**config.mk**
```make
export PLATFORM = sky130hd
export DESIGN_NAME = hwt_response_monitor
export DESIGN_NICKNAME = d
export VERILOG_FILES = /design/src/rtl/hwt_response_monitor.sv
export SDC_FILE = /design/constraint.sdc
export NUM_CORES = 1
export LEC_CHECK = 0
export ABC_CLOCK_PERIOD_IN_PS = 2160
export BUFFER_PORTS_ARGS = -buffer_cell sky130_fd_sc_hd__buf_4
export CAP_MARGIN = 20
export CORE_MARGIN = 5
export CORE_UTILIZATION = 53
export DETAILED_ROUTE_END_ITERATION = 8
export GPL_TIMING_DRIVEN = 0
export PLACE_DENSITY_LB_ADDON = 0.25
export SYNTH_ARGS = -nofsm -noshare
export SYNTH_HDL_FRONTEND = slang
export SYNTH_SLANG_ARGS = --single-unit
```
**constraint.sdc**
```tcl
create_clock -name clk -period 2.16 [get_ports clk]
set_input_delay 0.324 -clock clk [delete_from_list [all_inputs] [get_ports clk]]
set_output_delay 0.324 -clock clk [all_outputs]
set_load 0.1 [all_outputs]
```
**src/rtl/hwt_response_monitor.sv**
```systemverilog
// Response monitor for a hardware-trojan test harness: compares the device response
// against a golden response, compacts accepted vectors into a MISR and watches for a trigger.
module hwt_response_monitor #(
    parameter int          CNT_W = 8,
    parameter logic [15:0] SEED  = 16'hFFFF
) (
    input  logic             clk,
    input  logic             rst_n,
    input  logic             start,
    input  logic             stop,
    input  logic             sample_valid,
    input  logic             A,
    input  logic             B,
    input  logic             C,
    input  logic             D,
    input  logic             Y,
    input  logic             exp_y,
    output logic             busy,
    output logic             done,
    output logic [15:0]      signature,
    output logic [CNT_W-1:0] vec_count,
    output logic [CNT_W-1:0] mism_count,
    output logic [4:0]       first_vec,
    output logic [CNT_W-1:0] first_idx,
    output logic             trigger_seen,
    output logic             alarm
);

    typedef enum logic [1:0] {IDLE, RUN, DONE} state_e;
    typedef enum logic [1:0] {S0, S1, S2} det_e;

    state_e           state_q, state_d;
    det_e             det_q, det_d;
    logic [15:0]      sig_q, sig_d;
    logic [CNT_W-1:0] vc_q, vc_d;
    logic [CNT_W-1:0] mc_q, mc_d;
    logic [4:0]       fv_q, fv_d;
    logic [CNT_W-1:0] fi_q, fi_d;
    logic             trig_q, trig_d;
    logic             alarm_q, alarm_d;
    logic             busy_q, busy_d;
    logic             done_q, done_d;

    logic       accept;
    logic [3:0] abcd;
    logic [4:0] vec;
    logic       fb;

    assign abcd   = {A, B, C, D};
    assign vec    = {A, B, C, D, Y};
    assign fb     = sig_q[15] ^ sig_q[13] ^ sig_q[12] ^ sig_q[10];
    // A start in the same cycle wins over any sample presented alongside it.
    assign accept = sample_valid && (state_q == RUN) && !start;

    always_comb begin
        state_d = state_q;
        det_d   = det_q;
        sig_d   = sig_q;
        vc_d    = vc_q;
        mc_d    = mc_q;
        fv_d    = fv_q;
        fi_d    = fi_q;
        trig_d  = trig_q;
        if (start) begin
            state_d = RUN;
            det_d   = S0;
            sig_d   = SEED;
            vc_d    = '0;
            mc_d    = '0;
            fv_d    = '0;
            fi_d    = '0;
            trig_d  = 1'b0;
        end else begin
            if (accept) begin
                sig_d = {sig_q[14:0], fb} ^ {11'b0, vec};
                if (vc_q != '1)
                    vc_d = vc_q + CNT_W'(1);
                if (Y != exp_y) begin
                    // mism_count only clears on start, so zero marks the run's first mismatch.
                    if (mc_q == '0) begin
                        fv_d = vec;
                        fi_d = vc_q;
                    end
                    if (mc_q != '1)
                        mc_d = mc_q + CNT_W'(1);
                end
                if (abcd == 4'b1111)
                    det_d = S1;
                else if (det_q == S1 && abcd == 4'b0111)
                    det_d = S2;
                else if (det_q == S2 && abcd == 4'b0011) begin
                    det_d  = S0;
                    trig_d = 1'b1;
                end else
                    det_d = S0;
            end
            if (state_q == RUN && stop)
                state_d = DONE;
        end
        alarm_d = trig_d | (mc_d != '0);
        busy_d  = (state_d == RUN);
        done_d  = (state_d == DONE);
    end

    always_ff @(posedge clk or negedge rst_n) begin
        if (!rst_n) begin
            state_q <= IDLE;
            det_q   <= S0;
            sig_q   <= SEED;
            vc_q    <= '0;
            mc_q    <= '0;
            fv_q    <= '0;
            fi_q    <= '0;
            trig_q  <= 1'b0;
            alarm_q <= 1'b0;
            busy_q  <= 1'b0;
            done_q  <= 1'b0;
        end else begin
            state_q <= state_d;
            det_q   <= det_d;
            sig_q   <= sig_d;
            vc_q    <= vc_d;
            mc_q    <= mc_d;
            fv_q    <= fv_d;
            fi_q    <= fi_d;
            trig_q  <= trig_d;
            alarm_q <= alarm_d;
            busy_q  <= busy_d;
            done_q  <= done_d;
        end
    end

    assign busy         = busy_q;
    assign done         = done_q;
    assign signature    = sig_q;
    assign vec_count    = vc_q;
    assign mism_count   = mc_q;
    assign first_vec    = fv_q;
    assign first_idx    = fi_q;
    assign trigger_seen = trig_q;
    assign alarm        = alarm_q;

endmodule

```
; Word level (Yosys, flattened, before mapping)
; Index checks and enable logic that the tools add are counted.
; W data, S select, Z words.
[totals]
input_bits = 11
elab_cells = 71
ff_bits = 53
[op_classes]
muxes = 28
eq_ne = 11
addsub = 2
n_reduce_logical = 14
n_bitwise = 5
[ops]
columns = cell, n
row1 = $mux W8, 11
row2 = $mux W16, 2
row3 = $mux W5, 4
row4 = $add A8 B1 Y8 const B, 2
row5 = $ne A8 B8 Y1 const B, 2
row6 = $xor A16 B5 Y16, 1
row7 = $mux W2, 6
row8 = $logic_not A8 Y1, 1
row9 = $reduce_bool A2 Y1, 4
row10 = $reduce_bool A8 Y1, 1
row11 = $eq A2 B1 Y1 const B, 3
row12 = $logic_and A1 B1 Y1, 5
row13 = $mux W1, 5
row14 = $eq A2 B2 Y1 const B, 2
row15 = $eq A4 B2 Y1 const B, 1
row16 = $eq A4 B3 Y1 const B, 1
row17 = $eq A4 B4 Y1 const B, 1
row18 = $reduce_and A3 Y1, 1
row19 = $xor A1 B1 Y1, 3
row20 = $reduce_and A2 Y1, 1
row21 = $logic_not A1 Y1, 1
row22 = $ne A1 B1 Y1, 1
row23 = $or A1 B1 Y1, 1

; Depth between registers and ports, before layout
; Gate-level depths: netlist of run 1.
[depth]
word_depth = 8
depth_mapped = 6
ltp_nobuf = 6

; Least setup slack after synthesis of run 1
; No wires, ideal clock.
[synth_timing]
path_type = reg-to-reg
start = reg mc_q[0], in the netlist mism_count[0]
end = reg alarm_q, in the netlist alarm
path_slack_ns = -0.492
required_time_ns = 2.021
synth_period_minus_slack_ns = 2.652
stages_incl_launch_ff = 6
setup_time_ns = 0.139
arrival_ns = 2.514
cell_sequence = dfrtp_1 inv_1 nor4_4 nand3_1 a311o_1 or4_1
[synth_between]
elab_chain_cells = 7
[synth_lines]
columns = item, line_no
row1 = from (decl), 36  ; logic [CNT_W-1:0] mc_q, mc_d;
row2 = from (signal assigned), 123  ; mc_q <= mc_d;
row3 = $add A8 B1 Y8 or $ne A8 B8 Y1 (tied branches), "85, 84"
row4 = $mux W8, 84  ; if (mc_q != '1)
row5 = $mux W8, 78  ; if (Y != exp_y) begin
row6 = $mux W8 (*), 74  ; if (accept) begin
row7 = $mux W8 (*), 64  ; if (start) begin
row8 = $reduce_bool A8 Y1 (*), 100  ; alarm_d = trig_d | (mc_d != '0);
row9 = $or A1 B1 Y1 (*), 100
row10 = via alarm_d, 40  ; logic alarm_q, alarm_d;
row11 = to (signal assigned), 127  ; alarm_q <= alarm_d;
row12 = to (decl), 40
; Mark *: on every way through the listed nets, which the timed path passes. The rest lies on a longest branch.
; A chain may end at the register's enable or synchronous reset.

; Worst setup path after layout of run 1
[layout_timing]
start = reg mc_q[0], in the netlist mism_count[0]
end = reg alarm_q, in the netlist alarm
[layout_between]
elab_chain_cells = 7
[layout_lines]
columns = item, line_no
row1 = $add A8 B1 Y8 or $ne A8 B8 Y1 (tied branches), "85, 84"
row2 = $mux W8 (*), 84
row3 = $mux W8 (*), 78
row4 = $mux W8 (*), 74
row5 = $mux W8 (*), 64
row6 = via mc_d[4], 36
row7 = $reduce_bool A8 Y1 (*), 100
row8 = $or A1 B1 Y1 (*), 100
row9 = via alarm_d, 40
; Marked as above.

==> results.json, run 1 <==
{
  "outcome": "complete, no violations",
  "cts_root_buf": "clkbuf_8",
  "drv_cap": 0,
  "overflow": 0,
  "path_clk_slew_ps": 90,
  "use_met1_pct": 27.3,
  "port_buffers": 58,
  "antenna_found_initial": 0,
  "rows": 25,
  "postRouteAntennaNets": 0,
  "ys_types": 39,
  "via_per_inst": 5.54,
  "use_met2_pct": 30.5,
  "nNetsFinal": 328,
  "grt_pass1_wl_um": 9810,
  "top_usage_layer": "met2",
  "ctsHoldBuffers": 0,
  "path_cells": "ha_4, and3_1, a31oi_1, a311oi_1, a311o_1, or4_1",
  "start_kind": "register",
  "gr-usage-all-layers_pct": 19.8,
  "cp_max_fo": 7,
  "p_leak_nw": 1.58,
  "rrSetupSlack_ps": 30,
  "cp.required_ps": 2340,
  "clock_latency_ps": 310,
  "grtUsageMet3_pct": 4.65,
  "synth_warnings": 0,
  "path_buf_inv": 0,
  "hpwlAfterDp_um": 3990,
  "coreArea_um2": 4660,
  "drt_pass1_iterations": 4,
  "fin_crit_ps": 2130,
  "htree_levels": 2,
  "drtIter0Drc": 156,
  "worstPathArrival_ps": 2310,
  "fin_ws_ps": 30.2,
  "clock_path_buffers": 2,
  "cp_slowest_cell": "dfrtp_4",
  "io_pins": 60,
  "cpPeakStageDelay_ps": 530,
  "critPathTopFamily": "simple AND/OR/NAND/NOR gates",
  "p_per_area_nw_per_um2": 730,
  "min_path_type": "input port to asynchronous set/reset pin",
  "cts_tree": "done",
  "grt_pass1_vias": 2071,
  "drive_above_1_share_pct": 34.0,
  "num_vias": 2046,
  "drt_wl_total_um": 5820,
  "die_h_um": 78.8,
  "start_util_pct": 53.9,
  "wl_per_cell_um": 15.8,
  "final_common_cell": "buf_4",
  "final_cell_mix": "buf_4 (65), nor2_1 (35), nand2_1 (33)",
  "setup_viol_count_final": 0,
  "diodes": 0,
  "yosys_register_bits": 53,
  "end_kind": "register",
  "hold_violations": 0,
  "finalPower_w": 0.00233,
  "numCtsBuffers": 5,
  "ir_drop_v": 0.000424,
  "fp.dieArea_um2": 6210,
  "syn_avg_cell_area_um2": 10.2,
  "syn_nets": 259,
  "route.detailed.drc": 0,
  "synthCells": 245,
  "die_x_um": 78.8,
  "ys_seq_area_share_pct": 53.6,
  "path_class": "register to register",
  "slew_violations": 0,
  "period_share_pct": 98.6,
  "tightest_slew_ps": 648,
  "netlist_area_um2": 2510,
  "gp_congestion": 0.839,
  "max_freq_ghz": 0.470,
  "maxSlewHeadroom_pct": 56.8,
  "clock_skew_ps": 6.89,
  "whs_ps": 23.2,
  "areaGrowthSynthToFinish_pct": 27.3,
  "clock_sinks": 53,
  "pre_cts_ws_ps": -76.0,
  "grt_max_degree": 54
}
==> metal layers <==
metal	vias to the layer above	wire length, µm
li1	986	-
met1	983	2680
met2	67	2690
met3	10	349
met4	0	97
met5	-	0
==> synthesized netlist by cell type <==
library cell	n	area share, %
dfstp_2	16	17
clkbuf_1	8	1.2
and2_1	1	0.25
a31oi_1	2	0.50
buf_1	2	0.30
inv_1	4	0.60
clkinv_1	1	0.15
nand4_1	4	1.0
and3_1	4	1.0
or3_1	1	0.25
nand2b_1	1	0.25
a22oi_1	1	0.30
nor4_1	2	0.50
ha_1	3	1.5
a21oi_1	6	1.2
nor2_1	36	5.4
and3b_1	1	0.35
a311o_1	1	0.40
a211o_1	2	0.70
a211oi_1	2	0.60
a32oi_1	1	0.35
buf_2	2	0.40
o21ai_0	1	0.20
mux2i_1	15	6.0
nor4_4	1	0.85
xor2_1	8	2.8
xnor2_1	13	4.5
dfrtp_1	37	37
a311oi_1	2	0.70
o211a_1	1	0.40
or4_1	1	0.30
nor3_1	3	0.60
nand3b_4	1	0.80
nand2_1	33	4.9
nand3_1	15	3.0
nor4b_1	1	0.35
a41oi_1	2	0.70
o211ai_1	7	2.1
and4_1	3	1.0
==> timing repair <==
| item | 4_1_cts | 5_1_grt |
|---|---|---|
| pin swaps | 2 | 2 |
| setup buffers | 3 | 3 |
| cloned | 0 | 0 |
| endpoints found under the setup margin | 1 | 11 |
| resized for setup | 0 | 3 |
==> per-stage QoR <==
stage | TNS, ps | area [µm²] | utilization, % | cells
2_1_floorplan | -21.2 | 2550 | - | 245
5_1_grt | -5.75 | 3200 | 68.6 | 369
6_report | 0 | 3200 | 68.6 | 369
3_5_place_dp | -76.0 | 3050 | 65.5 | 357
3_3_place_gp | -51.5 | 3050 | 65.5 | 357
4_1_cts | 0 | 3170 | 68.0 | 368
==> state kept, by name, summed over array words and instances (netlist names), 2 cells and up <==
register / count
signature: 16
det_q: 2
state_q: 2
first_vec: 5
first_idx: 8
vec_count: 8
mism_count: 8
==> cells by family (layout without fill, tap and decap cells) <==
group	count (synthesis)	after routing	synth area share [%]
compound gates	28	28	8.12
xor+xnor	21	21	7.32
fa+ha+maj	3	3	1.49
buf+inv	17	87	2.64
flops	53	53	53.6
mux	15	15	5.98
simple gates	108	108	20.8
==> final cells by class <==
type | instances | area (µm²)
tap | 54 | 67.6
fill | 367 | 1460
inverter | 5 | 22.5
multi-input combinational | 175 | 1120
clock inverter | 2 | 13.8
sequential | 53 | 1370
timing repair buffer | 64 | 480
clock buffer | 6 | 82.6
buffer | 10 | 42.5
==> worst register-to-register path, cell delays in order, from the launching register on <==
cell and delay, ps:
dfrtp_4 530, ha_4 200, and3_1 190, a31oi_1 190
a311oi_1 90, a311o_1 320, or4_1 480
==> path summary, 6_finish.rpt <==
path                       depth (start not counted)          start            end
max in group asynchronous                          1          rst_n  mism_count[0]
setup / recovery                                   6  mism_count[0]          alarm
min in group clk                                   3              B   first_vec[3]
hold reg to reg                                    2   signature[9]   signature[9]
hold / removal                                     1          rst_n  mism_count[2]
setup reg to reg                                   6  mism_count[0]          alarm
==> power by group <==
part | leakage, nW | switching (W) | total [W] | internal, W
clock network | 0.0512 | 0.000331 | 0.000592 | 0.000261
registers | 0.657 | 0.0000433 | 0.00110 | 0.00106
logic | 0.868 | 0.000485 | 0.000638 | 0.000154
total | 1.58 | 0.000859 | 0.00233 | 0.00147
Note: power is estimated with default switching activity, not from simulation.
==> inputs of run 2 (changes only) <==
--- a/config.mk
+++ b/config.mk
@@ -6,11 +6,11 @@
 export NUM_CORES = 1
 export LEC_CHECK = 0
 export ABC_CLOCK_PERIOD_IN_PS = 2160
-export BUFFER_PORTS_ARGS = -buffer_cell sky130_fd_sc_hd__buf_4
 export CAP_MARGIN = 20
 export CORE_MARGIN = 5
-export CORE_UTILIZATION = 53
+export CORE_UTILIZATION = 55
 export DETAILED_ROUTE_END_ITERATION = 8
+export DONT_BUFFER_PORTS = 1
 export GPL_TIMING_DRIVEN = 0
 export PLACE_DENSITY_LB_ADDON = 0.25
 export SYNTH_ARGS = -nofsm -noshare
==> run 2 against run 1 <==
The run now ends with setup timing left. Fmax is 6.4% lower. Critical endpoint unchanged. Wire length is 2.9% higher. Highest routed layer unchanged. Final area is 9.1% lower. Worst hold slack better by 140 ps. Largest cell class unchanged.
==> results.json, run 2 (synthesized netlist as in run 1, its figures left out) <==
{
  "nNetsFinal": 280,
  "slew_violations": 0,
  "io_pins": 60,
  "use_met2_pct": 30.4,
  "clock_skew_ps": 6.06,
  "cpPeakStageDelay_ps": 630,
  "place_area_um2": 2610,
  "rows": 24,
  "rrSetupSlack_ps": -110,
  "path_class": "register to register",
  "drv_cap": 0,
  "largest_reg_flops": 16,
  "grt_pass1_wl_um": 9380,
  "fin_ws_ps": -115,
  "cts_tree": "done",
  "final_cell_mix": "nor2_1 (36), nand2_1 (33), dfrtp_1 (23)",
  "r2r_end": "alarm",
  "maxSlewHeadroom_pct": 30.2,
  "fp.dieArea_um2": 6020,
  "gr-usage-all-layers_pct": 19.3,
  "coreArea_um2": 4380,
  "worstSetupStartpoint": "mism_count[5]",
  "end_kind": "register",
  "grt_max_degree": 54,
  "start_kind": "register",
  "clock_sinks": 53,
  "overflow": 0,
  "via_per_inst": 5.97,
  "period_share_pct": 105,
  "grtUsageMet3_pct": 7.75,
  "use_met1_pct": 24.5,
  "cp_slowest_cell": "dfrtp_4",
  "outcome": "complete, but fails checks",
  "die_h_um": 77.6,
  "dp_cells": 297,
  "cts_root_buf": "clkbuf_8",
  "diodes": 0,
  "drtIter0Drc": 169,
  "cp.required_ps": 2340,
  "grt_pass1_vias": 1816,
  "postRouteAntennaNets": 0,
  "rsz0062_at_grt": "true",
  "drive_above_1_share_pct": 24.7,
  "p_per_area_nw_per_um2": 771,
  "start_util_pct": 57.3,
  "min_path_type": "input port to register",
  "tightest_slew_ps": 1050,
  "fin_util_pct": 66.3,
  "route.detailed.drc": 0,
  "hold_violations": 0,
  "violations": "setup timing",
  "num_vias": 1906,
  "rr_startpoint": "mism_count[5]",
  "endpoint": "alarm",
  "port_buffers": 0,
  "path_cells": "clkbuf_8, xnor2_1, o211a_1, nand3_1, a311o_1, or4_1",
  "drt_wl_total_um": 6000,
  "p_leak_nw": 1.33,
  "gp_congestion": 0.824,
  "max_freq_ghz": 0.440,
  "antenna_found_initial": 0,
  "final_common_cell": "nor2_1",
  "ir_drop_v": 0.000336,
  "clock_latency_ps": 310,
  "hpwlAfterDp_um": 3800,
  "areaGrowthSynthToFinish_pct": 15.7,
  "numCtsBuffers": 5,
  "n_fill_cell": 347,
  "htree_levels": 2,
  "cp_max_fo": 9,
  "worstPathArrival_ps": 2460,
  "rr_worst_depth": 6,
  "wl_per_cell_um": 18.8,
  "drt_pass1_iterations": 4,
  "finalNonFillerCells": 319,
  "clock_path_buffers": 2,
  "path_clk_slew_ps": 90,
  "finalInstanceArea_um2": 2910,
  "die_x_um": 77.6,
  "setup_viol_count_final": 1,
  "fin_crit_ps": 2270,
  "top_usage_layer": "met2"
}
## run 2: changes by cell type in the layout (fill, tap and decap cells not counted), moves of 2 or more
cell and change:
buf_4 -52, and3_4 +2, dfrtp_4 +4, dfrtp_1 -4
and3_1 -2
## run 2: worst max-delay path, delay by kind of cell (launching register included)
family	cells	cell delay, ps
compound gates	2	550
xor+xnor	1	200
buf+inv	1	220
flops	1	630
simple gates	2	540
## run 2: what timing repair did
action	CTS	global route
resized for setup	10	12
endpoints found under the hold margin	53	0
buffers inserted	7	6
setup endpoints to repair	8	16
hold buffers	2	0
pin swaps	5	3
gates cloned	0	0
## run 2: per-stage QoR
| stage | hold WS (ps) | total power, W | TNS (ps) | setup WS [ps] |
|---|---|---|---|---|
| 6_report | 167 | 0.00224 | -115 | -115 |
| 5_1_grt | 164 | 0.00233 | -290 | -161 |
| 4_1_cts | 157 | 0.00224 | -60.0 | -60.0 |
| 3_5_place_dp | 30.3 | 0.00165 | -204 | -204 |
| 3_3_place_gp | 30.2 | 0.00165 | -259 | -254 |
| 2_1_floorplan | 28.4 | 0.00160 | -21.2 | -21.2 |
## run 2: worst min path at each step
stage	startpoint	to	slack, ps	cells after the start
after floorplan	rst_n	alarm	30	0
after global placement	rst_n	mism_count[6]	30	0
after detailed placement	rst_n	mism_count[7]	30	0
after CTS	B	first_vec[3]	160	2
after global routing	D	first_vec[1]	160	2
final	B	first_vec[3]	170	2
## run 2: per-layer routing
metal  wire (µm)  up-vias
met3         569        7
met2        3000       77
met4          68        0
met1        2360      931
li1            -      891
met5           0        -
## run 2: area by class of cell
cell class | count | area, µm² | share of cell area (%)
Buffer | 11 | 60.1 | 2.07
Clock buffer | 6 | 72.6 | 2.50
Clock inverter | 2 | 13.8 | 0.474
Inverter | 5 | 21.3 | 0.732
Multi-Input combinational cell | 175 | 1150 | 39.7
Sequential cell | 53 | 1380 | 47.6
Tap cell | 52 | 65.1 | 2.24
Timing Repair Buffer | 15 | 135 | 4.65
## run 2: power breakdown
part | internal [W] | leakage (nW) | switching (W) | total [W]
clock network | 0.000232 | 0.0456 | 0.000326 | 0.000557
logic | 0.000102 | 0.637 | 0.000140 | 0.000242
registers | 0.00107 | 0.649 | 0.000374 | 0.00144
